File: config.mk
export PLATFORM = sky130hd
export DESIGN_NAME = live_window_gen
export DESIGN_NICKNAME = d
export VERILOG_FILES = /design/src/rtl/live_window_gen.sv
export SDC_FILE = /design/constraint.sdc
export NUM_CORES = 1
export LEC_CHECK = 0
export BUFFER_PORTS_ARGS = -buffer_cell sky130_fd_sc_hd__buf_2
export CORE_MARGIN = 2
export CORE_UTILIZATION = 40
export CTS_CLUSTER_SIZE = 24
export DETAILED_ROUTE_END_ITERATION = 16
export GPL_TIMING_DRIVEN = 0
export PLACE_DENSITY = 0.66
export SYNTH_ARGS = -nofsm -noshare
export SYNTH_HDL_FRONTEND = slang
export SYNTH_SLANG_ARGS = --single-unit
File: constraint.sdc
create_clock -name clk -period 3.76 [get_ports clk]
set_input_delay 0.188 -clock clk [delete_from_list [all_inputs] [get_ports clk]]
set_output_delay 0.188 -clock clk [all_outputs]
set_load 0.02 [all_outputs]
File: src/rtl/live_window_gen.sv
// Spill window generator: LIVE gate with an early-falling trigger enable (TENA),
// one-shot or periodic, with abort, retrigger, spill counting and start/end strobes.
module live_window_gen #(
    parameter int LEN_W     = 8,
    parameter int UNIT_LOG2 = 23,
    parameter int SPILL_W   = 16
) (
    input  logic               clk,
    input  logic               rst_n,
    input  logic               in_start,
    input  logic               in_abort,
    input  logic               user_mode,
    input  logic [LEN_W-1:0]   user_length,
    input  logic [LEN_W-1:0]   user_guard,
    input  logic [LEN_W-1:0]   user_gap,
    output logic               out_live,
    output logic               out_tena,
    output logic               out_busy,
    output logic               out_sot,
    output logic               out_eot,
    output logic [SPILL_W-1:0] out_spill_cnt
);

    typedef enum logic [1:0] {
        S_IDLE  = 2'd0,
        S_LIVE  = 2'd1,
        S_GUARD = 2'd2,
        S_GAP   = 2'd3
    } state_t;

    localparam logic [UNIT_LOG2-1:0] PRE_ONE   = UNIT_LOG2'(1);
    localparam logic [LEN_W-1:0]     UNIT_ONE  = LEN_W'(1);
    localparam logic [SPILL_W-1:0]   SPILL_ONE = SPILL_W'(1);

    state_t               state, next_state, exit_state;
    logic [UNIT_LOG2-1:0] pre;
    logic [LEN_W-1:0]     ucnt;
    logic [LEN_W-1:0]     term;
    logic                 cfg_mode;
    logic [LEN_W-1:0]     cfg_len, cfg_guard, cfg_gap;
    logic                 unit_tick, unit_last, start_ok, enter, sot_n, next_live;

    assign unit_tick  = &pre;
    assign unit_last  = unit_tick && (ucnt == term);
    assign start_ok   = in_start && (user_length != '0) && !in_abort;
    assign exit_state = cfg_mode ? S_GAP : S_IDLE;
    assign next_live  = (next_state == S_LIVE) || (next_state == S_GUARD);

    // Terminal unit index of the current state (durations are counted in units).
    always_comb begin
        term = '0;
        case (state)
            S_LIVE:  term = cfg_len - UNIT_ONE;
            S_GUARD: term = cfg_guard - UNIT_ONE;
            S_GAP:   term = (cfg_gap == '0) ? '0 : cfg_gap - UNIT_ONE;
            default: term = '0;
        endcase
    end

    always_comb begin
        next_state = state;
        enter      = 1'b0;
        sot_n      = 1'b0;
        case (state)
            S_LIVE: if (unit_last) begin
                next_state = (cfg_guard != '0) ? S_GUARD : exit_state;
                enter      = 1'b1;
            end
            S_GUARD: if (unit_last) begin
                next_state = exit_state;
                enter      = 1'b1;
            end
            S_GAP: if (unit_last) begin
                next_state = S_LIVE;
                enter      = 1'b1;
                sot_n      = 1'b1;
            end
            default: ;
        endcase
        if (start_ok) begin
            next_state = S_LIVE;
            enter      = 1'b1;
            sot_n      = 1'b1;
        end
        // Abort overrides everything, including a simultaneous start.
        if (in_abort) begin
            next_state = S_IDLE;
            enter      = 1'b1;
            sot_n      = 1'b0;
        end
    end

    always_ff @(posedge clk) begin
        if (!rst_n) begin
            state         <= S_IDLE;
            pre           <= '0;
            ucnt          <= '0;
            cfg_mode      <= 1'b0;
            cfg_len       <= '0;
            cfg_guard     <= '0;
            cfg_gap       <= '0;
            out_live      <= 1'b0;
            out_tena      <= 1'b0;
            out_busy      <= 1'b0;
            out_sot       <= 1'b0;
            out_eot       <= 1'b0;
            out_spill_cnt <= '0;
        end else begin
            state <= next_state;
            if (enter || next_state == S_IDLE) begin
                pre  <= '0;
                ucnt <= '0;
            end else begin
                pre <= pre + PRE_ONE;
                if (unit_tick) ucnt <= ucnt + UNIT_ONE;
            end
            if (start_ok) begin
                cfg_mode  <= user_mode;
                cfg_len   <= user_length;
                cfg_guard <= user_guard;
                cfg_gap   <= user_gap;
            end
            out_live <= next_live;
            out_tena <= (next_state == S_LIVE);
            out_busy <= (next_state != S_IDLE);
            out_sot  <= sot_n;
            out_eot  <= out_live && !next_live;
            if (sot_n) out_spill_cnt <= out_spill_cnt + SPILL_ONE;
        end
    end

endmodule

==> results.cfg <==
[outcome]
status = complete, but fails checks
failed_checks = setup timing

[synth]
mappedNetlistNets = 544
synthMuxAreaShare = 0.0464
synth_xor_area_frac = 0.0666
ys_warn_count = 0
synthFlopType = dfxtp_1
synth_area_leaders = dfxtp_1 38%, nand2_1 6.3%, nor2_1 4.3%
yosysUniqueCellTypes = 59
synth_async_sr_flop_share = 0
synth_compound_area_frac = 0.151
syn_area_sq_mm = 0.00421
synth_edf_count = 0
syn_avg_cell_area_sq_um = 8.36
synth_top_family_by_area = simple AND/OR/NAND/NOR gates
netlist_instances = 503
synth_top_area_share = 0.376
synthAdderAreaFrac = 0.0357
synth-simple-area-share = 0.291
yosys.area.top_type = dfxtp_1
synth_seq_area_share = 0.376
ys_ff_latch = 79

[worst_setup_path]
crit_arrival_ps = 4240
cp-end-kind = flip-flop
path_max_fanout = 7
crit_required_ps = 4080
startpoint_type = flip-flop
reg2regPathDepth = 20
worstSetupPathType = reg2reg

[routing]
drtIter0Drc = 148
first_pass_iters = 4
routedWlPerCell_um = 14.5
vias = 3907
antenna_left = 0
avgViaCountPerCell = 5.39
drc = 0
wirelength_um = 10500

[timing]
tightest_slew_ps = 674
setup_violations = 31
skew_ps = 11.0
maxSlewViolCount = 0
max_freq_mhz = 255
final.setup.worst_slack_ps = -163
finalHoldViolCount = 0
maxSlewHeadroom = 0.547
period_share = 1.04
rsz0062_at_grt = true
min_period_ps = 3920

[cells_and_area]
final_util = 0.513
post_route_cells_drive_above_1_share = 0.258
final_cells = 725
nets = 625
n_fill_cell = 958
multi_input_area_sq_mm = 0.00273
diodes = 0
areaGrowthSynthToFinish_pct = 25.4
seqCellArea_sq_mm = 0.00159

[floorplan]
die_w_um = 107
start_util = 0.409
ios = 50
fp.dieH_um = 107
rows = 37
die-area_sq_mm = 0.0114
coreArea_sq_mm = 0.0103

[global_routing]
overflow = 0
grt_pass1_vias = 3630
grt_pass1_wl_um = 17200
grt.total_usage = 0.189
grt_max_degree = 16
antenna_found_initial = 0

[cts]
cts_made_buffers = 9
root_buffer = clkbuf_8
htree_levels = 3
cts_tree = built
cts.clk_slew.worst_paths_ps = 90
clk_latency_ps = 370
cts_num_sinks = 79
ctsLongestPathBuffers = 2

[power]
power_density_mw_per_mm2 = 313
p_leak_nw = 1.88
irDropWorstVdd_uv = 256

[placement]
dp.cells = 688
routabilityCongestion = 0.891
portBuffers = 49
place_hpwl_um = 7540

[job]
drv_cap = 0

[hold_path]
hold_class = in2reg
min_path_cells = 3
[worst max-delay path, stage by stage, from the launching register on]
cell and delay (ps):
dfxtp_4 370, inv_4 40, ha_4 160, buf_8 120, mux2_4 300, inv_2 70, ha_4 150, nor4bb_4 290
o22ai_2 160, xnor2_2 180, o31ai_2 260, o2111a_2 280, nand3_2 100, a211o_1 300, a211o_1 290, ha_2 190
nor2_4 90, o211ai_1 90, buf_4 200, buf_6 150, nor2_4 70
[cell usage in the layout (no fill, tap or decap), types with 6 or more instances in the layout]
cell type	synthesis	layout
nor2_4	0	12
a21oi_1	33	33
and3_1	11	11
nand4_1	12	12
dfxtp_1	79	77
inv_1	12	10
clkbuf_8	0	9
nor3_1	14	14
xnor2_1	14	13
nor2_1	48	20
nor2_2	0	16
o31ai_1	7	6
or4_1	9	9
clkbuf_1	14	15
o211ai_1	6	6
xor2_1	18	18
nor4_1	9	9
or3_1	9	9
mux2i_1	15	13
ha_1	12	9
buf_2	5	50
o21ai_0	13	13
nand3_1	13	12
nand2_1	71	71
buf_4	0	18
nand2b_1	8	8
[synthesized netlist by cell type, drive strengths merged (2+ instances only)]
master,n
dfxtp,79
buf,8
a22oi,2
nand2b,8
o21a,5
nor4b,4
o21ai,13
a211o,3
clkbuf,14
xor2,18
o22ai,2
o211ai,6
nor4,11
nand3,13
a31oi,3
ha,12
o221ai,2
or4,12
nor3b,4
a211oi,2
a21boi,2
a21oi,33
mux2,4
nor2,48
o31a,4
and4,4
and3,11
a21o,2
nor2b,3
or3b,2
nor3,14
mux2i,15
nand4,12
o31ai,7
and2,5
xnor2,14
nand2,71
or3,9
inv,12
[sequential cells by signal (all words and copies together) (netlist names)]
name / flops
state: 2
out_eot: 1
out_live: 1
ucnt: 8
cfg_mode: 1
cfg_gap: 8
out_sot: 1
out_busy: 1
out_tena: 1
out_spill_cnt: 16
cfg_guard: 8
pre: 23
cfg_len: 8
[final cells by class]
type                       instances  share of cell area
multi-input combinational        390               0.518
sequential                        79               0.301
timing repair buffer              70              0.0800
tap                              136              0.0323
buffer                            22              0.0259
clock buffer                      10              0.0242
clock inverter                     6             0.00996
inverter                          12             0.00902
[cell families (layout without fill, tap and decap cells)]
logic type | count (synthesis) | in the layout
AO/OA/AOI/OAI | 94 | 94
XOR/XNOR | 32 | 32
adder cells (fa/ha/maj) | 12 | 12
buffers and inverters | 34 | 120
flip-flops | 79 | 79
multiplexers | 19 | 19
AND/OR/NAND/NOR | 233 | 233
[report_power, final]
part	internal, mW	switching [mW]	total (mW)	leakage (nW)
Combinational	0.0832	0.101	0.184	1.15
Sequential	0.852	0.0222	0.874	0.641
Clock	0.249	0.342	0.590	0.0850
Total	1.18	0.465	1.65	1.88
[metrics by stage]
stage / hold slack, ps / TNS [ps] / power (mW) / area, sq um / setup slack (ps)
floorplan: 324 / 0 / 1.00 / 4280 / 4.21
global placement: 429 / -17970 / 1.05 / 4700 / -575
detailed placement: 435 / -19190 / 1.06 / 4700 / -638
CTS: 43.9 / -4400 / 1.66 / 5090 / -161
global route: 54.8 / -10670 / 1.72 / 5270 / -354
finish: 52.4 / -4680 / 1.65 / 5270 / -163
[worst paths after layout]
path	startpoint	end	slack (ps)
max	state[0]	pre[21]	-160
min	user_guard[1]	cfg_guard[1]	50
max reg2reg	state[0]	pre[21]	-160
min reg2reg	pre[0]	pre[0]	450
[per-layer routing]
layer,track usage,up-vias,share of wire,wire length (um)
met5,0,-,0,0
met4,0.0770,0,0.015,162
met3,0.0362,15,0.043,452
met2,0.306,105,0.47,4970
met1,0.246,1815,0.47,4920
li1,-,1972,-,-
[timing repair]
| action | in CTS | in global routing |
|---|---|---|
| buffers inserted | 13 | 5 |
| cloned | 3 | 0 |
| hold buffers | 0 | 0 |
| pin swaps | 25 | 26 |
| endpoints found under the setup margin | 35 | 33 |
| resized for setup | 31 | 40 |
Note: power is estimated with default switching activity, not from simulation.
